**src/rtl/ram_fifo_ctrl.sv**
```systemverilog
// Ready/valid FIFO front-end for the single-port ram block, with a registered
// first-word-fall-through output stage. Optional RAM_FIFO_CTRL_STATS_EN adds HighWater.
module ram_fifo_ctrl #(
    parameter int unsigned N = 16,
    parameter int unsigned M = 6
) (
    input  logic         Clock,
    input  logic         Reset,
    input  logic         PushValid,
    output logic         PushReady,
    input  logic [N-1:0] PushData,
    output logic         PopValid,
    input  logic         PopReady,
    output logic [N-1:0] PopData,
    output logic         RamWE,
    output logic [M-1:0] RamA,
    output logic [N-1:0] RamD,
    input  logic [N-1:0] RamQ,
    output logic [M:0]   Count,
    output logic         Empty,
    output logic         Full
`ifdef RAM_FIFO_CTRL_STATS_EN
    ,
    output logic [M:0]   HighWater
`endif
);

    localparam logic [M:0] RamDepth = {1'b1, {M{1'b0}}};

    logic [M-1:0] wr_ptr_q, wr_ptr_d;
    logic [M-1:0] rd_ptr_q, rd_ptr_d;
    logic [M:0]   ram_cnt_q, ram_cnt_d;
    logic         rd_pend_q, rd_pend_d;
    logic         pop_valid_q, pop_valid_d;
    logic [N-1:0] pop_data_q, pop_data_d;

    logic pop_fire, slot_free, ram_empty, ram_full;
    logic read_ok, bypass_ok, write_ok;
    logic do_read, do_bypass, do_write;

    // Slot arbitration; readiness is decided without looking at PushValid.
    always_comb begin
        pop_fire  = pop_valid_q & PopReady;
        slot_free = ~pop_valid_q | pop_fire;
        ram_empty = (ram_cnt_q == '0);
        ram_full  = (ram_cnt_q == RamDepth);

        read_ok   = slot_free & ~rd_pend_q & ~ram_empty;
        bypass_ok = slot_free & ~rd_pend_q & ram_empty;
        // A write behind an in-flight read of the last RAM word is held off.
        write_ok  = ~ram_full & ~read_ok & ~bypass_ok & ~(rd_pend_q & ram_empty);

        do_read   = read_ok;
        do_bypass = bypass_ok & PushValid;
        do_write  = write_ok & PushValid;
    end

    always_comb begin
        PushReady = ~Reset & (bypass_ok | write_ok);
        RamWE     = do_write;
        RamA      = do_write ? wr_ptr_q : rd_ptr_q;
        RamD      = do_write ? PushData : '0;
        PopValid  = pop_valid_q;
        PopData   = pop_data_q;
        Count     = ram_cnt_q + (M+1)'(pop_valid_q) + (M+1)'(rd_pend_q);
        Empty     = (Count == '0);
        Full      = ram_full;
    end

    always_comb begin
        wr_ptr_d    = wr_ptr_q + M'(do_write);
        rd_ptr_d    = rd_ptr_q + M'(do_read);
        ram_cnt_d   = ram_cnt_q + (M+1)'(do_write) - (M+1)'(do_read);
        rd_pend_d   = do_read;
        pop_valid_d = pop_valid_q;
        pop_data_d  = pop_data_q;
        // The output register is always empty while a read is in flight.
        if (rd_pend_q) begin
            pop_valid_d = 1'b1;
            pop_data_d  = RamQ;
        end else if (do_bypass) begin
            pop_valid_d = 1'b1;
            pop_data_d  = PushData;
        end else if (pop_fire) begin
            pop_valid_d = 1'b0;
        end
    end

    always_ff @(posedge Clock or posedge Reset) begin
        if (Reset) begin
            wr_ptr_q    <= '0;
            rd_ptr_q    <= '0;
            ram_cnt_q   <= '0;
            rd_pend_q   <= 1'b0;
            pop_valid_q <= 1'b0;
            pop_data_q  <= '0;
        end else begin
            wr_ptr_q    <= wr_ptr_d;
            rd_ptr_q    <= rd_ptr_d;
            ram_cnt_q   <= ram_cnt_d;
            rd_pend_q   <= rd_pend_d;
            pop_valid_q <= pop_valid_d;
            pop_data_q  <= pop_data_d;
        end
    end

`ifdef RAM_FIFO_CTRL_STATS_EN
    logic [M:0] high_water_q;

    always_ff @(posedge Clock or posedge Reset) begin
        if (Reset) begin
            high_water_q <= '0;
        end else if (Count > high_water_q) begin
            high_water_q <= Count;
        end
    end

    assign HighWater = high_water_q;
`endif

endmodule
```
**config.mk**
```make
export PLATFORM = sky130hd
export DESIGN_NAME = ram_fifo_ctrl
export DESIGN_NICKNAME = d
export VERILOG_FILES = /design/src/rtl/ram_fifo_ctrl.sv
export SDC_FILE = /design/constraint.sdc
export NUM_CORES = 1
export LEC_CHECK = 0
export ABC_AREA = 1
export CAP_MARGIN = 40
export CELL_PAD_IN_SITES_DETAIL_PLACEMENT = 1
export CELL_PAD_IN_SITES_GLOBAL_PLACEMENT = 2
export CORE_ASPECT_RATIO = 0.8
export CORE_UTILIZATION = 37
export DETAILED_ROUTE_END_ITERATION = 12
export DONT_BUFFER_PORTS = 1
export PLACE_DENSITY_LB_ADDON = 0.2
export SYNTH_ARGS = -nofsm -noshare
export SYNTH_HDL_FRONTEND = slang
export SYNTH_SLANG_ARGS = --single-unit
```
**constraint.sdc**
```tcl
create_clock -name Clock -period 4.7 [get_ports Clock]
set_clock_uncertainty 0.2 [all_clocks]
set_input_delay 0.705 -clock Clock [delete_from_list [all_inputs] [get_ports Clock]]
set_output_delay 0.705 -clock Clock [all_outputs]
set_load 0.01 [all_outputs]
```
==> flow_summary.yaml, run 1 <==
power_and_ir_drop:
  power_density_nw_per_um2: 764.1
  leakagePower_nw: 1.370
  irDropWorstVdd_uv: 257.4
setup_path:
  worstPathRequired_ns: 3.80
  critPathArrivalTime_ns: 2.33
  slowest_stage: "dfrtp_1"
  cp_cell_sequence: "fa_1 -> ha_1 -> or2_2 -> nor2_1 -> nand3_1 -> nor2_1"
  critPathMaxFanout: 9
  rrSetupSlack_ns: 1.53
  cp_common_cell: "nor2_1"
  slowest_delay_ns: 0.53
  worstReg2RegStart: "rd_pend_q"
  r2r_cells: 13
  start_kind: "register"
  cp-end-kind: "output port"
  r2r_end: "ram_cnt_q[6]"
  path_class: "reg -> out"
sta:
  period_minus_slack_ns: 3.233
  finalSetupViolCount: 0
  final_hold_viol_count: 0
  drv_slew: 0
  slew_headroom: 0.6787
  final.setup.tns_ns: 0
  tightest_slew_ns: 0.4819
  rsz0062_at_grt: "no"
  clock.fmax_mhz: 309.3
  fin_crit_sh: 0.6880
cts:
  post_cts_resized: 0
  worstSkewPairLatency_ns: 0.28
  cts_setup_buffers: 0
  cts_tree: "built"
  cts_num_sinks: 37
  hold_buffers: 0
  cts_buffers: 5
  htreeDepth: 2
  clk_pin_slew_worst_paths_ns: 0.07
  cts_buffer_depth: 2
  clockRootBuffer: "clkbuf_8"
place:
  io_buffers: 0
  dp.cells: 376
  gp_congestion: 0.7242
  hpwlAfterDp_mm: 4.298
final_layout:
  layout_common_cells: "78 x nand2_1, 44 x inv_1, 37 x dfrtp_1, 28 x nand3_1, 22 x nor2_1"
  diodes: 0
  fill_cells: 755
  nets: 358
  fin_cells: 383
  multi_input_area_um2: 1192
  area_growth_pct: 6.913
  drive_gt1_frac: 0.07285
  regArea_um2: 925.9
  final_common_cell: "nand2_1"
die:
  fp-row-count: 25
  die_h_um: 73.60
  dieArea_um2: 6734
  start_util: 0.3927
  core_area_um2: 6037
  fp.dieW_um: 91.50
  io-pin-count: 86
synth:
  synthCells: 302
  ys_warn_count: 0
  synth.avg_cell_area_um2: 7.851
  seq_area_frac_synth: 0.3905
  synth_nets: 358
  ys_seq_elements: 37
  syn_area_um2: 2371
  ys_types: 29
global_route:
  grt_util_all_layers: 0.1727
  grt_overflow: 0
  grt_pass1_wl_mm: 9.066
  grt_pass1_vias: 1819
  grt_max_degree: 38
  antenna_found_initial: 0
status:
  status: "completed"
routing:
  routed-via-count: 1877
  drtIter0Drc: 85
  antenna_left: 0
  vias_per_cell: 4.901
  avgRoutedWirePerCell_um: 14.33
  routed_wl_mm: 5.487
  drc: 0
  drt_first_pass_iters: 4
run:
  maxCapViolCount: 0
min_path:
  min_path_type: "in -> async"
Yosys cell counts:
library cell / n / area [um^2]
nand2_4: 1 / 11.26
xor2_1: 15 / 131.4
clkbuf_1: 3 / 11.26
nor2_2: 1 / 6.260
nor2_1: 22 / 82.58
nor2_4: 2 / 22.52
buf_4: 1 / 7.510
nor3_1: 2 / 10.01
nand4_1: 8 / 50.05
buf_6: 3 / 33.78
nand3_4: 1 / 17.52
inv_4: 1 / 6.260
inv_2: 3 / 11.26
nand2_1: 78 / 292.8
or2_2: 1 / 6.260
nand2_2: 1 / 6.260
nand4_2: 1 / 12.51
buf_2: 2 / 10.01
fa_1: 2 / 40.04
nand3_1: 28 / 140.1
dfrtp_1: 37 / 925.9
a21oi_1: 4 / 20.02
inv_1: 44 / 165.2
o21ai_0: 18 / 90.09
clkinv_1: 1 / 3.750
xnor2_1: 2 / 17.52
buf_1: 1 / 3.750
nand3_2: 1 / 10.01
ha_1: 18 / 225.2
power by group:
part | switching, mW | internal [mW] | total [mW]
Combinational | 0.634 | 0.378 | 1.01
Clock | 0.110 | 0.116 | 0.226
Sequential | 0.210 | 0.488 | 0.698
Total | 0.954 | 0.983 | 1.94
critical path: cells and delay by family (launching register included):
family | cells | cell delay (ns)
fa+ha+maj | 2 | 0.84
flops | 1 | 0.53
simple gates | 4 | 0.67
through the flow:
stage               area, um^2    util  setup slack, ns  hold slack (ns)  power [mW]
finish                    2535  0.4199            1.467           0.2265       1.937
global route              2535  0.4199            1.263           0.2833       2.158
CTS                       2535  0.4199            1.440           0.2379       1.975
detailed placement        2449  0.4056            1.524           0.2618       1.740
global placement          2421  0.4010            1.379           0.2595       1.680
floorplan                 2371       -            1.910           0.2418       1.494
flip-flops by register name, summed over array words and instances (netlist names):
signal,count
ram_cnt_q,7
rd_ptr_q,6
rd_pend_q,1
PopValid,1
wr_ptr_q,6
PopData,16
cells by family (layout without fill, tap and decap cells):
| kind of cell | count (synthesis) | after routing | synth area share |
|---|---|---|---|
| adders and majority gates | 20 | 20 | 0.1119 |
| AOI/OAI and AO/OA | 22 | 22 | 0.04644 |
| buffers and inverters | 59 | 59 | 0.1066 |
| DFF | 37 | 37 | 0.3905 |
| and+or+nand+nor | 147 | 147 | 0.2818 |
| xor gates and xnor gates | 17 | 17 | 0.06280 |
cell type report:
class / count / area share
timing repair buffer: 3 / 0.01678
multi-input combinational: 206 / 0.4704
clock buffer: 7 / 0.03406
inverter: 49 / 0.07354
tap: 81 / 0.03998
sequential: 37 / 0.3653
how the worst max path moves through the flow:
stage | start | to | slack (ns) | cells past startpoint
after CTS | rd_pend_q | Empty | 1.44 | 6
after detailed placement | rd_pend_q | ram_cnt_q[6] | 1.52 | 13
after floorplan | PopReady | ram_cnt_q[6] | 1.91 | 15
after global placement | rd_pend_q | ram_cnt_q[6] | 1.38 | 13
after global routing | rd_pend_q | ram_cnt_q[6] | 1.26 | 13
final | rd_pend_q | Empty | 1.47 | 6
metal layers:
metal,up-vias,part of all wire,global-route usage
met4,0,0.0020,0.03175
met2,43,0.47,0.2815
met5,-,0,0
met1,894,0.47,0.2295
met3,2,0.063,0.05383
li1,938,-,-
Power figures use the tool's default switching activity.
==> run 2, diff against run 1 <==
CORE_UTILIZATION = 31   (was 37)
clock period = 2.6 ns   (was 4.7 ns; I/O delays follow)
==> run 2 against run 1 <==
  * Routed wire length increased by 11%
  * Register-to-register slack got worse by 1.5 ns
  * Die area up 19%
  * Global-route usage fell by 1.1 points
  * Flip-flop and latch count is the same
  * Total power is 110% higher
  * Clock power grew 71%
==> flow_summary.yaml, run 2 (synthesis gave the netlist of run 1 again) <==
status:
  status: "completed"
global_route:
  grt_max_degree: 38
  grt_pass1_vias: 1974
  grt_util_all_layers: 0.1618
  antenna_found_initial: 0
  grt_overflow: 0
  grt_pass1_wl_mm: 10.01
place:
  gp_congestion: 0.7530
  hpwlAfterDp_mm: 4.588
  io_buffers: 0
  dp.cells: 416
die:
  fp-row-count: 28
  dieArea_um2: 8004
  io-pin-count: 86
  fp.dieW_um: 99.78
  die_h_um: 80.22
  start_util: 0.3208
  core_area_um2: 7392
final_layout:
  diodes: 0
  final_common_cell: "nand2_1"
  nets: 393
  largest_reg_flops: 16
  area_growth_pct: 21.11
  layout_common_cells: "77 x nand2_1, 39 x inv_1, 36 x buf_4, 35 x dfrtp_1, 28 x nand3_1"
  multi_input_area_um2: 1251
  fin_cells: 443
  regArea_um2: 928.4
  drive_gt1_frac: 0.2160
  fill_cells: 914
min_path:
  hp-start: "RamQ[12]"
  min_path_type: "in -> reg"
  hold_depth: 4
  worstHoldEndpoint: "PopData[12]"
run:
  maxCapViolCount: 0
routing:
  routed-via-count: 2046
  routed_wl_mm: 6.112
  drc: 0
  drtIter0Drc: 50
  antenna_left: 0
  avgRoutedWirePerCell_um: 13.80
  vias_per_cell: 4.619
  drt_first_pass_iters: 4
sta:
  final_hold_viol_count: 0
  slew_headroom: 0.6685
  finalSetupViolCount: 0
  drv_slew: 0
  tightest_slew_ns: 0.4972
  period_minus_slack_ns: 2.528
  rsz0062_at_grt: "yes"
  fin_crit_sh: 0.9724
  final.setup.tns_ns: 0
  clock.fmax_mhz: 395.5
power_and_ir_drop:
  irDropWorstVdd_uv: 446.8
  leakagePower_nw: 1.531
  power_density_nw_per_um2: 1417
setup_path:
  start_kind: "register"
  critPathArrivalTime_ns: 1.94
  worstReg2RegStart: "ram_cnt_q[0]"
  slowest_delay_ns: 0.44
  cp_top_family: "adder cells"
  cp_cell_sequence: "fa_2 -> ha_4 -> or2_4 -> nor2_1 -> nand3_1 -> nor2_2"
  critPathMaxFanout: 3
  rrSetupSlack_ns: 0.07
  cp-end-kind: "output port"
  r2r_end: "ram_cnt_q[4]"
  critPathBufInv: 0
  path_class: "reg -> out"
  r2r_cells: 13
  slowest_stage: "dfrtp_2"
  worstPathRequired_ns: 2.01
cts:
  clk_pin_slew_worst_paths_ns: 0.08
  worstSkewPairLatency_ns: 0.29
  htreeDepth: 2
  clockRootBuffer: "clkbuf_8"
  cts_buffers: 5
  cts_num_sinks: 37
  cts_buffer_depth: 2
  cts_tree: "built"
-- run 2: cell count changes in the layout (fill, tap and decap cells not counted), sizes merged --
| cell | change |
|---|---|
| clkbuf | -1 |
| buf | +34 |
| clkinv | +2 |
| dlygate4sd3 | +1 |
-- run 2: final cells by class --
| cell class | instances | share of cell area |
|---|---|---|
| tap | 105 | 0.04575 |
| clock buffer | 6 | 0.02527 |
| timing repair buffer | 38 | 0.1015 |
| clock inverter | 2 | 0.003486 |
| multi-input combinational | 206 | 0.4357 |
| sequential | 37 | 0.3233 |
| inverter | 49 | 0.06492 |
-- run 2: where the power goes --
part | internal, mW | total [mW] | switching [mW]
Combinational | 1.10 | 2.50 | 1.40
Sequential | 0.887 | 1.18 | 0.298
Clock | 0.186 | 0.387 | 0.201
Total | 2.17 | 4.07 | 1.90
-- run 2: repair_timing --
action	CTS	global route
pin swaps	12	15
endpoints found under the setup margin	3	10
buffers inserted	10	8
resized for setup	16	2
endpoints found under the hold margin	37	0
hold buffers	1	0
-- run 2: stage by stage --
step	worst slack [ns]	util	hold WS [ns]	instance area, um^2	power (mW)
floorplan	0.008801	-	0.2418	2385	2.728
global placement	0.03232	0.3507	0.2369	2592	3.316
detailed placement	-0.04318	0.3507	0.2419	2592	3.371
CTS	-0.005624	0.3795	0.1219	2805	3.988
global route	-0.07899	0.3885	0.1258	2872	4.527
finish	0.07174	0.3885	0.1235	2872	4.069
-- run 2: how the worst max path moves through the flow --
stage            startpoint            to  slack, ns  cells past startpoint
5_1_grt        ram_cnt_q[5]  ram_cnt_q[4]      -0.08                     15
6_report       ram_cnt_q[0]         Empty       0.07                      6
3_5_place_dp   ram_cnt_q[4]  ram_cnt_q[6]      -0.04                     16
3_3_place_gp   ram_cnt_q[5]  ram_cnt_q[6]       0.03                     16
2_1_floorplan  ram_cnt_q[4]  ram_cnt_q[6]      0.009                     17
4_1_cts        ram_cnt_q[5]  ram_cnt_q[6]     -0.006                     16
-- run 2: tightest hold or removal path, stage by stage --
cell and delay [ns]:
nand2_1 0.03, o21ai_0 0.06, nand2_1 0.05, nand2_1 0.05
-- run 2: metal layers --
| metal | routed length (um) | track usage |
|---|---|---|
| met5 | 0 | 0 |
| met4 | 30 | 0.03529 |
| met3 | 310 | 0.04439 |
| met2 | 2814 | 0.2559 |
| met1 | 2956 | 0.2198 |
==> run 3, diff against run 2 <==
--- a/config.mk
+++ b/config.mk
@@ -12,4 +12,5 @@
 export CORE_ASPECT_RATIO = 0.8
 export CORE_UTILIZATION = 31
+export CTS_CLUSTER_DIAMETER = 60
 export DETAILED_ROUTE_END_ITERATION = 12
 export DONT_BUFFER_PORTS = 1
==> constraint.sdc (replaced) <==
create_clock -name Clock -period 2.6 [get_ports Clock]
set_clock_uncertainty 0.2 [all_clocks]
set_input_delay 0 -clock Clock [delete_from_list [all_inputs] [get_ports Clock]]
set_output_delay 0 -clock Clock [all_outputs]
set_load 0.01 [all_outputs]
==> run 3 against run 2 <==
  * Clock power rose by 2%
  * Register-to-register slack lost 0.04 ns
  * Setup slack got worse by 0.039 ns
  * Combinational power rose by 12%
  * Design area increased by 22%
  * Critical path depth increased by 11
  * Die area stayed put
  * Core utilization grew 8.4 points
  * Flip-flop and latch count stayed put
  * Cell count grew 13%
  * Largest power group unchanged
  * Highest routed layer unchanged
==> flow_summary.yaml, run 3 (synthesis gave the netlist of run 1 again) <==
sta:
  period_minus_slack_ns: 2.567
  tightest_slew_ns: 0.4867
  drv_slew: 0
  rsz0062_at_grt: "yes"
  fin_crit_sh: 0.9873
  finalSetupViolCount: 0
  clock.fmax_mhz: 389.6
  slew_headroom: 0.6755
  final_hold_viol_count: 0
  final.setup.tns_ns: 0
  hold_ws_ns: 0.08564
setup_path:
  r2r_cells: 17
  critPathArrivalTime_ns: 2.59
  cp_cell_sequence: "inv_2 -> ha_4 -> inv_2 -> nor2_4 -> buf_4 -> buf_4 -> nand4_2 -> nand3_4 -> inv_2 -> ha_4 -> inv_2 -> fa_2 -> o21ai_2 -> nand2_1 -> nand2_1 -> nand2_1 -> nand2_1"
  worstPathRequired_ns: 2.63
  rrSetupSlack_ns: 0.03
  critPathMaxFanout: 2
  worstReg2RegStart: "ram_cnt_q[4]"
  slowest_delay_ns: 0.40
  start_kind: "register"
  cp-end-kind: "register"
  r2r_end: "ram_cnt_q[6]"
  slowest_stage: "fa_2"
  path_class: "reg -> reg"
global_route:
  grt_pass1_vias: 2264
  antenna_found_initial: 0
  grt_max_degree: 38
  grt_overflow: 0
  grt_util_all_layers: 0.1797
  grt_pass1_wl_mm: 11.04
place:
  io_buffers: 0
  gp_congestion: 0.7418
  dp.cells: 416
  placed_area_um2: 2592
  hpwlAfterDp_mm: 4.575
die:
  start_util: 0.3208
  core_area_um2: 7392
  dieArea_um2: 8004
  die_h_um: 80.22
  fp.dieW_um: 99.78
  fp-row-count: 28
  io-pin-count: 86
final_layout:
  drive_gt1_frac: 0.1523
  layout_common_cells: "78 x nand2_1, 68 x dlygate4sd3_1, 38 x inv_1, 37 x dfrtp_1, 27 x nand3_1"
  diodes: 0
  area_growth_pct: 47.23
  stdcell_area_um2: 3491
  largest_reg_flops: 16
  final_common_cell: "nand2_1"
  fin_cells: 499
  nets: 449
routing:
  avgRoutedWirePerCell_um: 14.41
  drc: 0
  routed_wl_mm: 7.193
  drtIter0Drc: 54
  vias_per_cell: 4.509
  routed-via-count: 2250
  antenna_left: 0
  drt_first_pass_iters: 4
cts:
  clk_pin_slew_worst_paths_ns: 0.08
  cts_buffer_depth: 2
  cts_num_sinks: 37
  clockRootBuffer: "clkbuf_8"
  htreeDepth: 2
  worstSkewPairLatency_ns: 0.29
  cts_buffers: 5
  cts_tree: "built"
status:
  status: "completed"
min_path:
  min_path_type: "in -> async"
power_and_ir_drop:
  leakagePower_nw: 1.786
  power_density_nw_per_um2: 1257
  irDropWorstVdd_uv: 396.9
  finalPower_mw: 4.387
run:
  maxCapViolCount: 0
run 3: cell types whose count changed in the layout (fill, tap and decap cells not counted), moves of 2 or more:
cell           delta
nor2_2            -2
dfrtp_2           -2
dfrtp_1           +2
buf_4            -12
dlygate4sd3_1    +67
run 3: critical path: cells and delay by family (launching register included):
family,cells,cell delay (ns)
buffers and inverters,6,0.52
AOI/OAI and AO/OA,1,0.18
DFF,1,0.37
adders and majority gates,3,0.71
and+or+nand+nor,7,0.53
run 3: final cells by class:
| type | instances | area (um^2) |
|---|---|---|
| Clock buffer | 6 | 72.57 |
| Multi-Input combinational cell | 207 | 1284 |
| Tap cell | 105 | 131.4 |
| Timing Repair Buffer | 93 | 880.8 |
| Inverter | 49 | 186.4 |
| Clock inverter | 2 | 10.01 |
| Sequential cell | 37 | 925.9 |
| Fill cell | 886 | 3901 |
run 3: repair_timing:
| item | CTS | global route |
|---|---|---|
| pin swaps | 1 | 8 |
| endpoints found under the hold margin | 79 | 0 |
| endpoints found under the setup margin | 1 | 19 |
| buffers inserted | 0 | 6 |
| resized for setup | 0 | 17 |
| hold buffers | 68 | 0 |
| cloned | 0 | 1 |
run 3: worst max path at each step:
stage / startpoint / to / depth (start not counted)
floorplan: ram_cnt_q[4] / ram_cnt_q[6] / 17
global placement: ram_cnt_q[4] / ram_cnt_q[6] / 16
detailed placement: ram_cnt_q[4] / ram_cnt_q[6] / 16
CTS: ram_cnt_q[4] / ram_cnt_q[6] / 16
global route: ram_cnt_q[4] / ram_cnt_q[6] / 17
finish: ram_cnt_q[4] / ram_cnt_q[6] / 17
run 3: per-stage QoR:
step / setup WS, ns / util
after floorplan: 0.008801 / -
after global placement: 0.08951 / 0.3507
after detailed placement: -0.0003801 / 0.3507
after CTS: 0.005821 / 0.4540
after global routing: -0.07886 / 0.4722
final: 0.03300 / 0.4722
run 3: layer usage:
| layer | vias to the layer above | track usage | routed length (um) | share of wire |
|---|---|---|---|---|
| li1 | 1122 | - | - | - |
| met1 | 1075 | 0.2340 | 3282 | 0.46 |
| met2 | 49 | 0.2890 | 3551 | 0.49 |
| met3 | 4 | 0.05918 | 325 | 0.045 |
| met4 | 0 | 0.03971 | 34 | 0.0047 |
| met5 | - | 0 | 0 | 0 |
run 3: power by group:
group	internal, mW	total [mW]	switching [mW]
combinational	1.32	2.80	1.49
clock	0.186	0.395	0.210
sequential	0.883	1.19	0.304
total	2.39	4.39	2.00
